`config.mk`:
```
export PLATFORM = sky130hd
export DESIGN_NAME = piso_tx
export DESIGN_NICKNAME = d
export VERILOG_FILES = /design/src/rtl/piso_tx_pkg.sv /design/src/rtl/piso_tx_shift_bit.sv /design/src/rtl/piso_tx.sv
export SDC_FILE = /design/constraint.sdc
export NUM_CORES = 1
export LEC_CHECK = 0
export CAP_MARGIN = 20
export CELL_PAD_IN_SITES_DETAIL_PLACEMENT = 2
export CELL_PAD_IN_SITES_GLOBAL_PLACEMENT = 2
export CORE_MARGIN = 2
export CORE_UTILIZATION = 31
export CTS_CLUSTER_DIAMETER = 40
export DETAILED_ROUTE_END_ITERATION = 10
export PLACE_DENSITY = 0.82
export SYNTH_ARGS = -nofsm -noshare
export SYNTH_HDL_FRONTEND = slang
export SYNTH_SLANG_ARGS = --single-unit
```
`constraint.sdc`:
```
create_clock -name clk_i -period 2.05 [get_ports clk_i]
set_input_delay 0.5125 -clock clk_i [delete_from_list [all_inputs] [get_ports clk_i]]
set_output_delay 0.5125 -clock clk_i [all_outputs]
set_load 0.05 [all_outputs]
```
`src/rtl/piso_tx_pkg.sv`:
```
// Shared definitions for the piso_tx serial transmitter.
package piso_tx_pkg;

    // Transmitter state: IDLE waits for a word, SHIFT drives one bit per cycle.
    typedef enum logic {
        IDLE  = 1'b0,
        SHIFT = 1'b1
    } state_e;

    // Width of the bit counter for a given word width (at least one bit).
    function automatic int cnt_w(input int width);
        return (width > 1) ? $clog2(width) : 1;
    endfunction

endpackage

```
`src/rtl/piso_tx_shift_bit.sv`:
```
// One slice of the transmit shift register: load / shift / hold select
// (two 2:1 muxes) feeding a single flop that clears under reset.
module shift_bit (
    input  logic clk,
    input  logic rst,
    input  logic load,
    input  logic shift,
    input  logic load_bit,
    input  logic shift_in,
    output logic q
);

    logic shift_or_hold_s;
    logic d_s;

    // First mux selects the neighbouring bit when shifting, else holds.
    always_comb begin
        shift_or_hold_s = q;
        if (shift) begin
            shift_or_hold_s = shift_in;
        end else begin
            shift_or_hold_s = q;
        end
    end

    // Second mux gives a new parallel word priority over shift/hold.
    always_comb begin
        d_s = shift_or_hold_s;
        if (load) begin
            d_s = load_bit;
        end else begin
            d_s = shift_or_hold_s;
        end
    end

    // Slice flop with synchronous clear.
    always_ff @(posedge clk) begin
        if (rst) begin
            q <= 1'b0;
        end else begin
            q <= d_s;
        end
    end

endmodule

```
`src/rtl/piso_tx.sv`:
```
// Parallel-in / serial-out transmitter: accepts a WIDTH-bit word over
// valid/ready and sends it MSB-first on ser_o with frame_o marking bit times.
module piso_tx
    import piso_tx_pkg::*;
#(
    parameter int WIDTH = 8
) (
    input  logic             clk_i,
    input  logic             rst_i,
    input  logic [WIDTH-1:0] data_i,
    input  logic             valid_i,
    output logic             ready_o,
    output logic             ser_o,
    output logic             frame_o
);

    localparam int               CNT_W    = cnt_w(WIDTH);
    localparam logic [CNT_W-1:0] LAST_CNT = CNT_W'(WIDTH - 1);

    state_e             state_r;
    state_e             state_nxt_s;
    logic [CNT_W-1:0]   cnt_r;
    logic [CNT_W-1:0]   cnt_nxt_s;
    logic [WIDTH-1:0]   sr_r;
    logic               last_s;
    logic               ready_s;
    logic               accept_s;
    logic               shifting_s;

    // Last-bit detect, ready and accept; ready never depends on valid_i.
    always_comb begin
        shifting_s = (state_r == SHIFT);
        last_s     = shifting_s && (cnt_r == LAST_CNT);
        ready_s    = !rst_i && ((state_r == IDLE) || last_s);
        accept_s   = valid_i && ready_s;
    end

    // Next-state logic: an accept always (re)starts a frame, otherwise the
    // frame ends after its last bit.
    always_comb begin
        state_nxt_s = state_r;
        case (state_r)
            IDLE: begin
                if (accept_s) begin
                    state_nxt_s = SHIFT;
                end else begin
                    state_nxt_s = IDLE;
                end
            end
            SHIFT: begin
                if (accept_s) begin
                    state_nxt_s = SHIFT;
                end else if (last_s) begin
                    state_nxt_s = IDLE;
                end else begin
                    state_nxt_s = SHIFT;
                end
            end
            default: begin
                state_nxt_s = IDLE;
            end
        endcase
    end

    // Bit counter: reloads on accept, stops at the last bit (no wrap).
    always_comb begin
        cnt_nxt_s = cnt_r;
        if (accept_s) begin
            cnt_nxt_s = {CNT_W{1'b0}};
        end else if (shifting_s && !last_s) begin
            cnt_nxt_s = cnt_r + CNT_W'(1);
        end else begin
            cnt_nxt_s = cnt_r;
        end
    end

    // State and counter flops with synchronous clear.
    always_ff @(posedge clk_i) begin
        if (rst_i) begin
            state_r <= IDLE;
            cnt_r   <= {CNT_W{1'b0}};
        end else begin
            state_r <= state_nxt_s;
            cnt_r   <= cnt_nxt_s;
        end
    end

    // Shift register slices; bit 0 shifts in a zero so the register is
    // empty once a frame has fully drained.
    for (genvar k = 0; k < WIDTH; k++) begin : g_sr
        logic shift_in_s;
        if (k == 0) begin : g_lsb
            assign shift_in_s = 1'b0;
        end else begin : g_upper
            assign shift_in_s = sr_r[k-1];
        end
        shift_bit u_bit (
            .clk      (clk_i),
            .rst      (rst_i),
            .load     (accept_s),
            .shift    (shifting_s),
            .load_bit (data_i[k]),
            .shift_in (shift_in_s),
            .q        (sr_r[k])
        );
    end

    // Serial outputs come straight from flops; ser_o is qualified by state.
    always_comb begin
        ser_o   = sr_r[WIDTH-1] & shifting_s;
        frame_o = shifting_s;
        ready_o = ready_s;
    end

endmodule

```
### After elaboration in Yosys (flattened, before gate mapping)

Cells that the tools add are included.

| word-level totals | value |
|---|---|
| output and inout port bits | 3 |
| bits in registers | 12 |
| input bits | 11 |
| word-level logic and storage cells | 43 |

| cells by class | value |
|---|---|
| eq/ne operators | 1 |
| reductions and logical operators | 9 |
| add/subtract/negate cells | 1 |
| bitwise operators | 2 |
| mux-type cells | 20 |

Operator list:

| operator | number |
|---|---|
| $mux 1 | 19 |
| $logic_and 1x1->1 | 4 |
| $add 3x1->3 const B | 1 |
| $eq 3x3->1 const B | 1 |
| $logic_not 1->1 | 2 |
| $pmux 1 s2 | 1 |
| $reduce_bool 2->1 | 1 |
| $reduce_or 2->1 | 1 |
| $and 1x1->1 | 1 |
| $logic_or 1x1->1 | 1 |
| $not 1->1 | 1 |

### Longest topological paths before layout

Gate-level depths: netlist (run 1).

| logic depth | value |
|---|---|
| depth after elaboration | 7 |
| gate-level depth with buffers | 7 |
| depth with buffers taken out | 5 |

### Modules after synthesis

A second synthesis (run 1) with hierarchy kept.

| second synthesis, totals | value |
|---|---|
| cells, all modules | 63 |
| area total of the unflattened synthesis | 636.9 um2 |

Modules (own cells, without submodules):

| module | cells each | area each (um2) | seq. area each (um2) | times used |
|---|---|---|---|---|
| shift_bit | 5 | 52.6 | 20.0 | 8 |
| piso_tx | 23 | 216.5 | 80.1 | 1 |

### Worst setup path before layout (run 1)

No wires, ideal clock.

| path | value |
|---|---|
| kind | register -> output |
| from | register state_r (netlist: frame_o) |
| to | output port ser_o |
| arrival | 1502 ps |
| slack | 36 ps |
| required time | 1537 ps |
| cell stages (with the launch flop) | 3 |
| path buffers | 1 |
| cell sequence | dfxtp_1 > buf_2 > and2_1 |

| between the ends | value |
|---|---|
| longest elaborated chain between the ends | 1 |

Ends and longest elaborated chain:

| element | RTL line | source |
|---|---|---|
| from (decl) | piso_tx.sv:20 | `state_e state_r;` |
| from (signal assigned) | piso_tx.sv:83 | `state_r <= state_nxt_s;` |
| $and 1x1->1 | piso_tx.sv:110 | `ser_o = sr_r[WIDTH-1] & shifting_s;` |
| to (decl) | piso_tx.sv:13 | `output logic ser_o,` |

No other way between the ends.

### Worst setup path after layout (run 1)

| path | value |
|---|---|
| from | register cnt_r[0] |
| to | output port ready_o |

| between the ends | value |
|---|---|
| longest elaborated chain between the ends | 4 |

Ends and longest elaborated chain:

| element | RTL line | source |
|---|---|---|
| from (decl) | piso_tx.sv:22 | `logic [CNT_W-1:0] cnt_r;` |
| from (signal assigned) | piso_tx.sv:81 | `cnt_r <= {CNT_W{1'b0}};` |
| from (signal assigned) | piso_tx.sv:84 | `cnt_r <= cnt_nxt_s;` |
| $eq 3x3->1 | piso_tx.sv:33 | `last_s = shifting_s && (cnt_r == LAST_CNT);` |
| $logic_and 1x1->1 | piso_tx.sv:33 |  |
| $logic_or 1x1->1 | piso_tx.sv:34 | `ready_s = !rst_i && ((state_r == IDLE) \|\| last_s);` |
| $logic_and 1x1->1 | piso_tx.sv:34 |  |
| to (decl) | piso_tx.sv:12 | `output logic ready_o,` |

No other way between the ends.

==> results_dict.tcl, run 1 <==
set metrics [dict create \
    diodes 0 \
    wl_per_cell_um 14.7 \
    status "complete, no violations" \
    p_seq_share_pct 48.5 \
    path_clk_slew_ns 0.07 \
    ir_worst_vdd_v 0.000433 \
    final_nets 97 \
    die_width_um 49.7 \
    cpLargestDelayFamily "adder cells" \
    critPathBufInv 1 \
    grt_antenna_before_repair 0 \
    synthArstFlopShare_pct 0 \
    synth_flop_cell "dfxtp_1" \
    fmax_ghz 0.517 \
    pwr-share-comb_pct 25.1 \
    yosysWarnings 0 \
    ys_top_cells_by_area "dfxtp_1 37%, a221oi_2 16%, a311oi_1 9.5%, and2b_1 7.0%, inv_1 4.1%" \
    slew_violations 0 \
    switching_share_pct 28.0 \
    worstSetupStartpointType "register" \
    tns_ns 0 \
    grt_pass1_vias 628 \
    row_count 16 \
    cp.arrival_ns 1.42 \
    final_common_cell "dfxtp_1" \
    power.density_mw_per_mm2 622 \
    place_ws_ns 0.204 \
    layout_setup_ws_ns 0.115 \
    pin_count 14 \
    clock_sinks 12 \
    dpl.hpwl_mm 1.18 \
    nFillCells 224 \
    tightest_slew_ns 0.369 \
    finalCritPeriodShare_pct 94.4 \
    die_area_mm2 0.00247 \
    clk_latency_ns 0.26 \
    globalRouteTotalUtil_pct 15.1 \
    htreeDepth 1 \
    rrSetupSlack_ns 0.29 \
    dr.first_iter.drc_count 3 \
    final_cell_mix "12 x dfxtp_1, 10 x clkdlybuf4s50_1, 7 x inv_1, 7 x a221oi_2, 7 x a311oi_1" \
    syn_area_um2 647 \
    vias 553 \
    ys_seq_area_share_pct 37.1 \
    p_clk_share_pct 26.4 \
    synth_edf_count 0 \
    netSwitchingPower_uw 151 \
    ctsResizeCount 0 \
    detail-route-antenna-nets 0 \
    cts_root_buffer "clkbuf_4" \
    crit_type "reg -> out" \
    drtPass1Iterations 3 \
    min_period_ns 1.94 \
    synth_nets 79 \
    p_int_uw 388 \
    avgSynthCellArea_um2 9.80 \
    die_y_um 49.7 \
    core_area_mm2 0.00196 \
    leakage_nw 0.364 \
    synth_largest_area_cell "dfxtp_1" \
    port_buffers 13 \
    clock_skew_ns 0.00139 \
    cts_setup_buffers 0 \
    area_growth_syn_to_layout_pct 34.2 \
    clk_path_buf_depth 2 \
    critPathRequiredTime_ns 1.54 \
    gr-total-overflow 0 \
    cts_tree "done" \
    cts_made_buffers 3 \
    critPathSlowestCell "dfxtp_1" \
    drc 0 \
    critPathMostFrequentCell "ha_1" \
    finalHoldViolCount 0 \
    yosys_register_bits 12 \
    ctsHoldBuffers 0 \
    vias_per_cell 5.07 \
    cp-end-kind "output pin" \
    max_cap_violations 0 \
    utilization_pct 44.3 \
    grt_max_degree 21 \
    grt_setup_unrepaired "false" \
    yosys.cell_types.count 17 \
    min_path_type "reg -> reg" \
    cpPeakStageDelay_ns 0.33 \
    maxSlewHeadroom_pct 75.3 \
    synth_cells 66 \
    setup_viol 0 \
    grt_pass1_wl_mm 2.90 \
    start_util_pct 33.0 \
    worstPathMaxFanout 3 \
    final_layout_size_suffix_gt1_share_pct 23.2 \
    wl_mm 1.60 \
    routabilityCongestion 0.691 \
    path_cells "ha_1, ha_1, nor2b_1, nor2_1, buf_12" \
    synth_top_area_share_pct 37.1 \
]
layout make-up:
class | count | area (µm²) | share of cell area, %
clock buffers | 3 | 22.5 | 2.59
inverters | 7 | 26.3 | 3.03
multi-input cells | 41 | 340 | 39.2
flip-flops and latches | 12 | 240 | 27.7
well taps | 27 | 33.8 | 3.89
repair buffers | 19 | 205 | 23.6
sequential cells by signal (all words and copies together), names as in the netlist:
name,count
frame_o,1
cnt_r,3
g_sr.u_bit.q,8
final timing paths:
| kind | cells past startpoint | startpoint | end |
|---|---|---|---|
| worst min-delay path | 2 | cnt_r[1] | cnt_r[1] |
| worst min register to register | 2 | cnt_r[1] | cnt_r[1] |
| worst max register to register | 6 | cnt_r[0] | g_sr[4].u_bit.q |
| worst max-delay path | 5 | cnt_r[0] | ready_o |
cell usage after synthesis (3+ instances only):
library cell	n
a221oi_2	7
nand3b_1	3
and2b_1	6
dfxtp_1	12
nor2_1	5
a21oi_1	3
a311oi_1	7
inv_1	7
worst min-delay path: stages (launching register included):
cell      delay, ns
dfxtp_1        0.32
nand3b_1       0.08
a21oi_1        0.06
power by group through the flow:
| stage | combinational [mW] | clock (mW) | sequential, mW |
|---|---|---|---|
| 6_report | 0.135 | 0.142 | 0.262 |
| 5_1_grt | 0.149 | 0.157 | 0.265 |
| 4_1_cts | 0.137 | 0.150 | 0.262 |
| 3_5_place_dp | 0.136 | 0 | 0.268 |
| 3_3_place_gp | 0.132 | 0 | 0.267 |
| 2_1_floorplan | 0.0804 | 0 | 0.268 |
per-layer routing:
layer	global-route usage, %	part of all wire [%]
met1	18.7	47
met5	0	0
met2	25.1	48
met3	3.03	3.4
met4	6.94	1.3
per-stage QoR:
stage	hold slack (ns)	instances	power, mW	area [µm²]
after floorplan	0.467	66	0.348	647
after global placement	0.483	106	0.399	846
after detailed placement	0.496	106	0.404	846
after CTS	0.508	109	0.550	868
after global routing	0.551	109	0.571	868
final	0.500	109	0.540	868
logic make-up (layout without fill, tap and decap cells):
logic type      Yosys count  in the layout  synth area share, %
flops                    12             12                 37.1
buf+inv                  13             29                 10.3
simple gates             21             21                 19.3
compound gates           18             18                 29.4
fa+ha+maj                 2              2                 3.87
No activity file was read; power rests on OpenSTA's default activity.
==> inputs of run 2 (changes only) <==
Settings changed: CORE_UTILIZATION 31 to 33, CTS_BUF_LIST set to sky130_fd_sc_hd__clkbuf_2 sky130_fd_sc_hd__clkbuf_4 sky130_fd_sc_hd__clkbuf_8, PLACE_DENSITY 0.82 to 0.86.
==> run 2 against run 1 <==
Net effect: first-iteration DRC count is the same; sequential power is essentially flat; die area shrank 5.6%; cell count is the same; largest cell class unchanged; largest power group unchanged; highest routed layer unchanged.
==> results_dict.tcl, run 2 (synthesized netlist as in run 1, its figures left out) <==
set metrics [dict create \
    min_period_ns 1.90 \
    diodes 0 \
    fmax_ghz 0.526 \
    ctsHoldBuffers 0 \
    detail-route-antenna-nets 0 \
    row_count 16 \
    core_area_mm2 0.00190 \
    cpPeakStageDelay_ns 0.36 \
    p_seq_share_pct 44.1 \
    clock_skew_ns 0.00212 \
    globalRouteTotalUtil_pct 15.9 \
    p_clk_share_pct 32.8 \
    power.density_mw_per_mm2 671 \
    die_width_um 48.3 \
    gr-total-overflow 0 \
    start_util_pct 34.0 \
    pin_count 14 \
    vias 548 \
    largest-register "g_sr.u_bit.q" \
    grt_max_degree 21 \
    htreeDepth 1 \
    leakage_nw 0.367 \
    wl_per_cell_um 14.8 \
    rrSetupSlack_ns 0.22 \
    dr.first_iter.drc_count 3 \
    die_area_mm2 0.00233 \
    clk_latency_ns 0.28 \
    reg2regPathDepth 5 \
    nFillCells 204 \
    timing.rr.end "g_sr[6].u_bit.q" \
    largest_reg_flops 8 \
    cts_tree "done" \
    cp-startpoint "cnt_r[0]" \
    final_common_cell "dfxtp_1" \
    pwr-share-comb_pct 23.1 \
    setup_viol 0 \
    max_cap_violations 0 \
    grt_pass1_wl_mm 2.48 \
    port_buffers 13 \
    drc 0 \
    path_clk_slew_ns 0.08 \
    cts_root_buffer "clkbuf_4" \
    netSwitchingPower_uw 162 \
    final_layout_size_suffix_gt1_share_pct 24.4 \
    wl_mm 1.62 \
    area_growth_syn_to_layout_pct 35.6 \
    layout_setup_ws_ns 0.148 \
    vias_per_cell 5.03 \
    maxSlewHeadroom_pct 50.0 \
    cts_made_buffers 3 \
    drtPass1Iterations 3 \
    final_cell_mix "12 x dfxtp_1, 10 x clkdlybuf4s50_1, 7 x inv_1, 7 x a221oi_2, 7 x a311oi_1" \
    routabilityCongestion 0.669 \
    tns_ns 0 \
    cp.arrival_ns 1.39 \
    cp-end-kind "output pin" \
    critPathMostFrequentCell "ha_1" \
    final_nets 96 \
    p_int_uw 427 \
    endpoint "ready_o" \
    clk_path_buf_depth 2 \
    crit_type "reg -> out" \
    die_y_um 48.3 \
    clock_sinks 12 \
    cts_setup_buffers 0 \
    grt_antenna_before_repair 0 \
    critPathRequiredTime_ns 1.54 \
    ctsResizeCount 0 \
    switching_share_pct 27.5 \
    path_cells "ha_1, ha_1, nor2b_2, nor2_1, buf_12" \
    tightest_slew_ns 0.750 \
    worstPathMaxFanout 3 \
    grt_pass1_vias 555 \
    ir_worst_vdd_v 0.000376 \
    status "complete, no violations" \
    grt_setup_unrepaired "false" \
    min_path_type "reg -> reg" \
    worstSetupStartpointType "register" \
    place_ws_ns 0.139 \
    finalHoldViolCount 0 \
    finalCritPeriodShare_pct 92.8 \
    slew_violations 0 \
    r2r-start "cnt_r[0]" \
    dpl.hpwl_mm 1.17 \
    critPathSlowestCell "dfxtp_1" \
]
[run 2: changes by cell type in the layout (fill, tap and decap cells not counted), sizes merged]
cell / before / now
clkbuf: 3 / 4
buf: 9 / 8
[run 2: worst max-delay path: cells and delay by family, from the launching register on]
family	cells	cell delay (ns)
adders and majority gates	2	0.33
and+or+nand+nor	2	0.24
buffers and inverters	1	0.17
DFF	1	0.36
[run 2: routing by layer]
metal | vias to the layer above | share of wire, % | global-route usage [%]
li1 | 272 | - | -
met1 | 267 | 41 | 17.8
met2 | 7 | 55 | 28.2
met3 | 2 | 2.6 | 4.44
met4 | 0 | 1.4 | 6.49
met5 | - | 0 | 0
[run 2: how the worst min path moves through the flow]
stage,depth (start not counted),from,end
4_1_cts,2,cnt_r[1],cnt_r[1]
3_3_place_gp,2,cnt_r[1],cnt_r[1]
2_1_floorplan,2,cnt_r[1],cnt_r[1]
5_1_grt,2,cnt_r[1],cnt_r[1]
6_report,2,cnt_r[1],cnt_r[1]
3_5_place_dp,2,cnt_r[1],cnt_r[1]
[run 2: power groups by stage]
stage	combinational, mW	clock, mW	sequential [mW]
4_1_cts	0.138	0.203	0.260
3_5_place_dp	0.137	0	0.265
6_report	0.136	0.193	0.259
5_1_grt	0.148	0.214	0.262
3_3_place_gp	0.132	0	0.264
2_1_floorplan	0.0804	0	0.268
[run 2: cell type report]
class	count	area, µm²	share of cell area (%)
multi-input combinational	41	343	39.1
timing repair buffer	18	198	22.5
sequential	12	240	27.4
clock buffer	4	36.3	4.14
tap	27	33.8	3.85
inverter	7	26.3	3.00
[run 2: per-stage QoR]
stage | cell area [µm²] | hold WS (ns) | utilization [%] | instances | power, mW
after CTS | 875 | 0.500 | 46.0 | 109 | 0.601
after global placement | 838 | 0.476 | 44.1 | 105 | 0.396
after detailed placement | 838 | 0.486 | 44.1 | 105 | 0.403
final | 877 | 0.495 | 46.1 | 109 | 0.589
after floorplan | 647 | 0.467 | - | 66 | 0.348
after global routing | 877 | 0.508 | 46.1 | 109 | 0.624
==> inputs of run 3 (changes only) <==
Settings changed: CORE_MARGIN 2 to not set, SKIP_LAST_GASP set to 1.
==> run 3 against run 2 <==
Net effect: non-clock buffer count up 1; total power down 7.3%; count of clock-buffer cells in the layout down 1; flip-flop and latch count unchanged; cell area down 1.0%; critical endpoint unchanged.
==> results_dict.tcl, run 3 (synthesized netlist as in run 1, its figures left out) <==
set metrics [dict create \
    path_cells "ha_1, ha_1, nor2b_2, nor2_1, buf_12" \
    clock_sinks 12 \
    dr.first_iter.drc_count 2 \
    utilization_pct 48.7 \
    r2r-start "cnt_r[0]" \
    die_area_mm2 0.00214 \
    nFillCells 190 \
    grt_max_degree 21 \
    drc 0 \
    core_area_mm2 0.00178 \
    row_count 15 \
    fmax_ghz 0.526 \
    finalHoldViolCount 0 \
    globalRouteTotalUtil_pct 18.8 \
    cp-end-kind "output pin" \
    grt_pass1_vias 550 \
    p_int_uw 389 \
    detail-route-antenna-nets 0 \
    vias_per_cell 5.24 \
    critPathSlowestCell "dfxtp_1" \
    maxSlewHeadroom_pct 83.5 \
    crit_type "reg -> out" \
    clk_latency_ns 0.28 \
    gr-total-overflow 0 \
    pin_count 14 \
    critPathRequiredTime_ns 1.54 \
    grt_setup_unrepaired "false" \
    grt_pass1_wl_mm 2.68 \
    cp-startpoint "cnt_r[0]" \
    critPathMostFrequentCell "ha_1" \
    worstSetupStartpointType "register" \
    diodes 0 \
    rrSetupSlack_ns 0.48 \
    routabilityCongestion 0.669 \
    power.density_mw_per_mm2 628 \
    setup_viol 0 \
    cts_root_buffer "clkbuf_4" \
    largest-register "g_sr.u_bit.q" \
    multi_input_area_um2 343 \
    timing.rr.end "g_sr[4].u_bit.q" \
    min_period_ns 1.90 \
    status "complete, no violations" \
    final_cell_mix "12 x dfxtp_1, 10 x clkdlybuf4s50_1, 7 x inv_1, 7 x a221oi_2, 7 x a311oi_1" \
    start_util_pct 36.3 \
    placed_cell_area_um2 843 \
    critical_path_depth 5 \
    cp.arrival_ns 1.39 \
    reg2regPathDepth 6 \
    worstPathMaxFanout 3 \
    wl_mm 1.67 \
    cpPeakStageDelay_ns 0.36 \
    endpoint "ready_o" \
    cts_setup_buffers 0 \
    finalCritPeriodShare_pct 92.8 \
    drtPass1Iterations 3 \
    largest_reg_flops 8 \
    leakage_nw 0.365 \
    critPathBufInv 1 \
    p_seq_share_pct 47.4 \
    ir_worst_vdd_v 0.000270 \
    design_area_um2 868 \
    min_path_type "reg -> reg" \
    path_clk_slew_ns 0.07 \
    wl_per_cell_um 15.6 \
    die_y_um 46.3 \
    seq_area_um2 240 \
    netSwitchingPower_uw 156 \
    cts_tree "done" \
    clk_path_buf_depth 2 \
    clock_skew_ns 0.00425 \
    final_nets 97 \
    die_width_um 46.3 \
    dpl.hpwl_mm 1.19 \
    area_growth_syn_to_layout_pct 34.2 \
    max_cap_violations 0 \
    tns_ns 0 \
    grt_antenna_before_repair 0 \
    final_common_cell "dfxtp_1" \
    port_buffers 13 \
    p_clk_share_pct 26.9 \
    slew_violations 0 \
    htreeDepth 1 \
    switching_share_pct 28.7 \
    pwr-share-comb_pct 25.6 \
    cpLargestDelayFamily "flip-flops" \
    final_layout_size_suffix_gt1_share_pct 24.4 \
    tightest_slew_ns 0.246 \
    vias 561 \
    cts_made_buffers 3 \
]
-- run 3: changes by cell type in the layout (fill, tap and decap cells not counted), sizes merged --
cell    previous run  this run
buf                8         9
clkbuf             4         3
-- run 3: how the worst min path moves through the flow --
stage                   from  endpoint  slack [ns]  depth (start not counted)
CTS                 cnt_r[1]  cnt_r[1]        0.51                          2
detailed placement  cnt_r[1]  cnt_r[1]        0.50                          2
finish              cnt_r[1]  cnt_r[1]        0.51                          2
global placement    cnt_r[2]  cnt_r[2]        0.48                          2
global route        cnt_r[1]  cnt_r[1]        0.54                          2
floorplan           cnt_r[1]  cnt_r[1]        0.47                          2
-- run 3: worst min-delay path, stage by stage (launching register included) --
cell and delay (ns):
dfxtp_1 0.31, nand3b_1 0.08, a21oi_1 0.06
-- run 3: through the flow --
| stage | power [mW] | hold slack [ns] | std cells | setup WS [ns] |
|---|---|---|---|---|
| after floorplan | 0.348 | 0.467 | 66 | 0.0360 |
| after global placement | 0.398 | 0.482 | 104 | 0.205 |
| after detailed placement | 0.405 | 0.495 | 104 | 0.199 |
| after CTS | 0.557 | 0.508 | 107 | 0.0919 |
| after global routing | 0.586 | 0.535 | 107 | 0.0429 |
| final | 0.546 | 0.506 | 107 | 0.147 |
-- run 3: area by class of cell --
cell class,instances,share of cell area (%)
flip-flops and latches,12,27.7
repair buffers,19,23.6
well taps,25,3.60
inverters,7,3.03
multi-input cells,41,39.5
clock buffers,3,2.59
-- run 3: per-layer routing --
| layer | wire [µm] | track usage, % |
|---|---|---|
| met1 | 725 | 22.1 |
| met2 | 842 | 30.7 |
| met3 | 73 | 7.06 |
| met4 | 25 | 7.06 |
| met5 | 0 | 0 |
-- run 3: repair_timing --
action,CTS,global route
setup endpoints to repair,0,1
hold endpoints to repair,0,0
hold buffers,0,0
resized for setup,0,1
-- run 3: power by group through the flow --
stage / combinational (mW) / clock (mW) / sequential [mW]
after floorplan: 0.0804 / 0 / 0.268
after global placement: 0.135 / 0 / 0.263
after detailed placement: 0.140 / 0 / 0.264
after CTS: 0.142 / 0.156 / 0.259
after global routing: 0.151 / 0.174 / 0.261
final: 0.140 / 0.147 / 0.259
